==> src/rtl/pacman_pio_pkg.sv <==
// pacman_pio_pkg
// Shared register map for the frame-synchronised PIO block: register
// offsets within a 4-word block, CTRL bit positions and STATUS fields.
package pacman_pio_pkg;

  // Offsets inside a per-channel block
  localparam logic [1:0] REG_DATA   = 2'd0;
  localparam logic [1:0] REG_OUTSET = 2'd1;
  localparam logic [1:0] REG_OUTCLR = 2'd2;
  localparam logic [1:0] REG_ACTIVE = 2'd3;

  // Offsets inside the global block (block index == CHANNELS)
  localparam logic [1:0] REG_CTRL   = 2'd0;
  localparam logic [1:0] REG_STATUS = 2'd1;

  // CTRL bits
  localparam int CTRL_AUTO   = 0;
  localparam int CTRL_COMMIT = 1;

  // STATUS fields
  localparam int STAT_PENDING   = 0;
  localparam int STAT_COUNT_LSB = 8;
  localparam int STAT_COUNT_MSB = 15;

endpackage

==> src/rtl/pacman_pio_channel.sv <==
// pacman_pio_channel
// One output channel: a software-facing shadow register and the
// hardware-facing active register that copies the shadow on commit.
// Set/clear update exists only when PIO_SETCLR_EN is defined.
// Ports:
//   clk, reset        clock, synchronous active-high reset
//   we_data           load shadow with wdata
//   we_set, we_clr    shadow |= wdata / shadow &= ~wdata (PIO_SETCLR_EN only)
//   wdata             write data, already truncated to WIDTH
//   commit            copy shadow into active at this edge
//   shadow, active    current register contents
module pacman_pio_channel #(
  parameter int WIDTH = 8
) (
  input  logic             clk,
  input  logic             reset,
  input  logic             we_data,
`ifdef PIO_SETCLR_EN
  input  logic             we_set,
  input  logic             we_clr,
`endif
  input  logic [WIDTH-1:0] wdata,
  input  logic             commit,
  output logic [WIDTH-1:0] shadow,
  output logic [WIDTH-1:0] active
);

  always_ff @(posedge clk) begin
    if (reset) begin
      // NOTE: shadow is reset too, so a reset mid-frame discards any
      // half-written settings instead of committing stale values later.
      shadow <= '0;
      active <= '0;
    end else begin
      // NOTE: non-blocking assignment makes active take the pre-write shadow
      // when a commit and a shadow write land on the same edge.
      if (commit) active <= shadow;
      if (we_data) shadow <= wdata;
`ifdef PIO_SETCLR_EN
      else if (we_set) shadow <= shadow | wdata;
      else if (we_clr) shadow <= shadow & ~wdata;
`endif
    end
  end

endmodule

==> src/rtl/pacman_soc_pio_frame_out.sv <==
// pacman_soc_pio_frame_out
// Avalon-MM slave driving CHANNELS output ports of WIDTH bits. Software
// writes shadow registers; all channels move to the active registers
// together on a COMMIT write or, with AUTO set, on a frame sync pulse
// while updates are pending.
// Optional feature macro: PIO_SETCLR_EN enables the OUTSET/OUTCLR registers.
// Ports:
//   clk, reset        clock, synchronous active-high reset
//   address           word address {ch, reg[1:0]}
//   chipselect        slave select
//   write_n           active-low write strobe
//   writedata         write data (bits above WIDTH ignored)
//   readdata          combinational read data, zero-extended
//   sync_pulse        one-cycle frame-start strobe
//   out_port          active values, channel n at [n*WIDTH +: WIDTH]
//   commit_strobe     one-cycle pulse in the cycle out_port changes
module pacman_soc_pio_frame_out
  import pacman_pio_pkg::*;
#(
  parameter  int WIDTH    = 8,
  parameter  int CHANNELS = 4,
  localparam int ADDR_W   = $clog2(CHANNELS + 1) + 2
) (
  input  logic                      clk,
  input  logic                      reset,
  input  logic [ADDR_W-1:0]         address,
  input  logic                      chipselect,
  input  logic                      write_n,
  input  logic [31:0]               writedata,
  output logic [31:0]               readdata,
  input  logic                      sync_pulse,
  output logic [CHANNELS*WIDTH-1:0] out_port,
  output logic                      commit_strobe
);

  localparam int CH_W = ADDR_W - 2;

  logic [CH_W-1:0]  ch_sel;
  logic [1:0]       reg_sel;
  logic             wr;
  logic             glob_sel;
  logic             ctrl_wr;
  logic             commit;
  logic             shadow_wr;
  logic             auto_q;
  logic             pending_q;
  logic [7:0]       count_q;
  logic [WIDTH-1:0] shadow [CHANNELS];
  logic [WIDTH-1:0] active [CHANNELS];
  logic [CHANNELS-1:0] we_data;
`ifdef PIO_SETCLR_EN
  logic [CHANNELS-1:0] we_set;
  logic [CHANNELS-1:0] we_clr;
`endif

  // Upper writedata bits are deliberately ignored.
  logic unused_wd;
  assign unused_wd = ^writedata;

  assign ch_sel   = address[ADDR_W-1:2];
  assign reg_sel  = address[1:0];
  assign wr       = chipselect && !write_n;
  assign glob_sel = (ch_sel == CH_W'(CHANNELS));
  assign ctrl_wr  = wr && glob_sel && (reg_sel == REG_CTRL);

  // A COMMIT write and a qualifying sync in the same cycle are one commit.
  assign commit = (ctrl_wr && writedata[CTRL_COMMIT]) ||
                  (sync_pulse && auto_q && pending_q);

  for (genvar i = 0; i < CHANNELS; i++) begin : g_ch
    logic hit;
    assign hit        = wr && (ch_sel == CH_W'(i));
    assign we_data[i] = hit && (reg_sel == REG_DATA);
`ifdef PIO_SETCLR_EN
    assign we_set[i]  = hit && (reg_sel == REG_OUTSET);
    assign we_clr[i]  = hit && (reg_sel == REG_OUTCLR);
`endif

    pacman_pio_channel #(.WIDTH(WIDTH)) u_channel (
      .clk     (clk),
      .reset   (reset),
      .we_data (we_data[i]),
`ifdef PIO_SETCLR_EN
      .we_set  (we_set[i]),
      .we_clr  (we_clr[i]),
`endif
      .wdata   (writedata[WIDTH-1:0]),
      .commit  (commit),
      .shadow  (shadow[i]),
      .active  (active[i])
    );

    assign out_port[i*WIDTH +: WIDTH] = active[i];
  end

`ifdef PIO_SETCLR_EN
  assign shadow_wr = |{we_data, we_set, we_clr};
`else
  assign shadow_wr = |we_data;
`endif

  always_ff @(posedge clk) begin
    if (reset) begin
      auto_q        <= 1'b0;
      pending_q     <= 1'b0;
      count_q       <= '0;
      commit_strobe <= 1'b0;
    end else begin
      if (ctrl_wr) auto_q <= writedata[CTRL_AUTO];
      // A shadow write in the commit cycle leaves new data pending.
      if (shadow_wr)   pending_q <= 1'b1;
      else if (commit) pending_q <= 1'b0;
      if (commit) count_q <= count_q + 8'd1;
      commit_strobe <= commit;
    end
  end

  always_comb begin
    // NOTE: default first so every path assigns readdata and no latch forms.
    readdata = '0;
    for (int i = 0; i < CHANNELS; i++) begin
      if (ch_sel == CH_W'(i)) begin
        if (reg_sel == REG_DATA)        readdata = 32'(shadow[i]);
        else if (reg_sel == REG_ACTIVE) readdata = 32'(active[i]);
      end
    end
    if (glob_sel) begin
      if (reg_sel == REG_CTRL) begin
        readdata[CTRL_AUTO] = auto_q;
      end else if (reg_sel == REG_STATUS) begin
        readdata[STAT_PENDING]                  = pending_q;
        readdata[STAT_COUNT_MSB:STAT_COUNT_LSB] = count_q;
      end
    end
  end

endmodule

==> config.mk <==
export PLATFORM = sky130hd
export DESIGN_NAME = pacman_soc_pio_frame_out
export DESIGN_NICKNAME = d
export VERILOG_FILES = /design/src/rtl/pacman_pio_pkg.sv /design/src/rtl/pacman_pio_channel.sv /design/src/rtl/pacman_soc_pio_frame_out.sv
export SDC_FILE = /design/constraint.sdc
export NUM_CORES = 1
export LEC_CHECK = 0
export ABC_AREA = 1
export CAP_MARGIN = 20
export CORE_MARGIN = 10
export CORE_UTILIZATION = 35
export DETAILED_ROUTE_END_ITERATION = 10
export MAX_ROUTING_LAYER = met4
export PLACE_DENSITY = 0.6
export SETUP_SLACK_MARGIN = 0.2
export SLEW_MARGIN = 20
export SYNTH_ARGS = -nofsm -noshare
export SYNTH_HDL_FRONTEND = slang
export SYNTH_SLANG_ARGS = --single-unit
export TNS_END_PERCENT = 20
==> constraint.sdc <==
create_clock -name clk -period 1.6 [get_ports clk]
set_input_delay 0.24 -clock clk [delete_from_list [all_inputs] [get_ports clk]]
set_output_delay 0.24 -clock clk [all_outputs]
set_load 0.01 [all_outputs]
==> flow_metrics.py <==
metrics = {
    "routing": {
        "vias_per_cell": 4.90,
        "first_pass_iters": 5,
        "wl_um": 13600,
        "drc_errors": 0,
        "vias": 4221,
        "route.antenna.remaining_nets": 0,
        "first_iter_violations": 362,
        "post_drt_wl_per_cell_um": 15.8,
    },
    "sta": {
        "skew_ps": 5.76,
        "fmax_ghz": 0.640,
        "setup_violations": 0,
        "drv_slew": 0,
        "period_minus_slack_ps": 1560,
        "rsz0062_at_grt": "yes",
        "tns_ps": 0,
        "hold_violations": 0,
        "finalCritPeriodShare": 0.976,
    },
    "final_layout": {
        "final_util": 0.512,
        "fill_cells": 1098,
        "regArea_um2": 1550,
        "fin_nets": 759,
        "num_antenna_cells": 0,
        "multi_input_area_um2": 2090,
        "final_cells": 861,
        "layout-drive-gt1-share": 0.344,
        "final_cell_area_um2": 5530,
        "syn2layout_area_growth_pct": 43.7,
    },
    "global_route": {
        "antenna_found_initial": 0,
        "grt_pass1_wl_um": 21400,
        "grt_use_total": 0.170,
        "grt_pass1_vias": 4014,
        "overflow": 0,
        "grt_max_degree": 41,
    },
    "synth": {
        "async_flop_share": 0,
        "syn_avg_cell_area_um2": 6.56,
        "netlist_area_um2": 3850,
        "synth_top_flop_cell": "dfxtp_1",
        "synth_top_cells_by_area": "dfxtp_1 (39%), nand2_1 (12%), nor2_1 (11%)",
        "syn_inst": 586,
        "synth_edf_count": 0,
        "yosysSeqAreaShare": 0.390,
        "yosys_warnings": 0,
        "post-synth-top-count-cell": "nand2_1",
        "yosys-top-cells-count": "nand2_1 (123), nor2_1 (113), dfxtp_1 (75)",
        "synth.distinct_cells": 28,
        "post-synth-top-area-cell": "dfxtp_1",
        "synth_top_area_frac": 0.390,
        "synth-seq-cells": 75,
    },
    "placement": {
        "io_buffers": 66,
        "post-dp-hpwl_um": 9330,
        "place_area_um2": 4940,
        "gp_congestion": 0.912,
        "post-place-cells": 820,
    },
    "setup_path": {
        "crit_start": "address[0]",
        "rrSetupSlack_ps": 370,
        "required_ps": 1360,
        "reg2reg_depth": 4,
        "worstPathMaxFanout": 3,
        "crit_end": "readdata[0]",
        "start_kind": "input pin",
        "r2r-start": "auto_q",
        "worstSetupEndpointType": "primary output",
        "cp.arrival_ps": 1320,
        "critPathKind": "input pin to primary output",
        "rr_endpoint": "count_q[6]",
    },
    "pwr": {
        "power_frac_comb": 0.104,
        "pwr-share-clk": 0.378,
        "powerDensity_nw_per_um2": 657,
        "power_leakage_uw": 0.00266,
        "switching_share": 0.284,
        "p_seq_frac": 0.518,
        "intPower_uw": 2600,
        "vdd_drop_max_v": 0.000299,
        "power_switching_uw": 1030,
        "finalPower_uw": 3630,
    },
    "clock_tree": {
        "cts_sinks": 75,
        "clk_latency_ps": 360,
        "clk_pin_slew_ps": 90,
        "cts-htree-levels": 3,
        "cts_tree": "done",
        "cts.path.max_buffers": 2,
        "cts_hold_buf": 0,
        "clockRootBuffer": "clkbuf_8",
        "cts_inserted_buffers": 9,
    },
    "floorplanning": {
        "die_y_um": 125,
        "dieArea_um2": 15600,
        "io_pins": 107,
        "fp.coreArea_um2": 10800,
        "start_util": 0.356,
        "die_width_um": 125,
        "fp-row-count": 38,
    },
    "flow_run": {
        "cap_violations": 0,
    },
    "min_path": {
        "worstHoldPathType": "input pin to register",
    },
    "status": {
        "status": "complete, no violations",
    },
}
worst max-delay path: stages:
cell     delay (ps)
buf_8           110
nor2_4          150
buf_6           110
buf_6           100
buf_6            80
buf_6            90
nand2_2          50
o21ai_2          60
nand2_1          70
nand4_1         110
buf_2           150
layout make-up:
class	instances	share of cell area
inverter	64	0.0460
multi-input combinational	421	0.379
sequential	75	0.280
clock inverter	7	0.00974
tap	140	0.0317
timing repair buffer	145	0.232
clock buffer	9	0.0224
state kept, by name, indices dropped and copies added, names as in the netlist:
signal / flops
auto_q: 1
g_ch.u_channel.shadow: 32
pending_q: 1
commit_strobe: 1
g_ch.u_channel.active: 32
count_q: 8
worst min path at each step:
stage	from	to	depth (start not counted)
2_1_floorplan	writedata[0]	g_ch[3].u_channel.shadow[0]	2
3_5_place_dp	g_ch[2].u_channel.shadow[6]	g_ch[2].u_channel.shadow[6]	2
5_1_grt	address[4]	pending_q	4
3_3_place_gp	g_ch[2].u_channel.shadow[6]	g_ch[2].u_channel.active[6]	2
6_report	address[4]	pending_q	4
4_1_cts	address[4]	pending_q	4
metrics by stage:
stage	worst slack, ps	hold slack [ps]
after floorplan	282	375
after global placement	-744	457
after detailed placement	-761	465
after CTS	56.8	313
after global routing	5.52	331
final	38.0	325
logic make-up after synthesis:
| logic type | synth area share |
|---|---|
| xor+xnor | 0.00683 |
| fa+ha+maj | 0.00325 |
| simple gates | 0.365 |
| buf+inv | 0.127 |
| other cells | 0.000975 |
| compound gates | 0.106 |
| flops | 0.390 |
placed cells by master (no fill, tap or decap), types with 18 or more instances in the layout:
cell / n
buf_2: 19
buf_4: 74
dfxtp_1: 39
dfxtp_2: 36
dlygate4sd2_1: 18
inv_1: 43
nand2_1: 110
nand3_1: 48
nor2_1: 112
o21ai_0: 33
power groups by stage:
stage	clock (uW)	sequential (uW)	combinational (uW)
6_report	1370	1880	377
5_1_grt	1470	1880	402
4_1_cts	1400	1880	345
3_5_place_dp	0	1930	290
3_3_place_gp	0	1930	290
2_1_floorplan	0	1930	157
routing by layer:
metal	global-route usage	vias up	part of all wire
met1	0.203	1956	0.44
met4	0.0495	0	0.016
met3	0.0332	23	0.061
met2	0.284	161	0.48
li1	-	2081	-
met5	-	-	0
what timing repair did:
item                       in CTS  in global routing
pin swaps                      33                 29
setup endpoints to repair     124                 79
resized for setup             222                 49
buffers inserted               11                  9
cloned                          3                  2
Note: power is estimated with default switching activity, not from simulation.
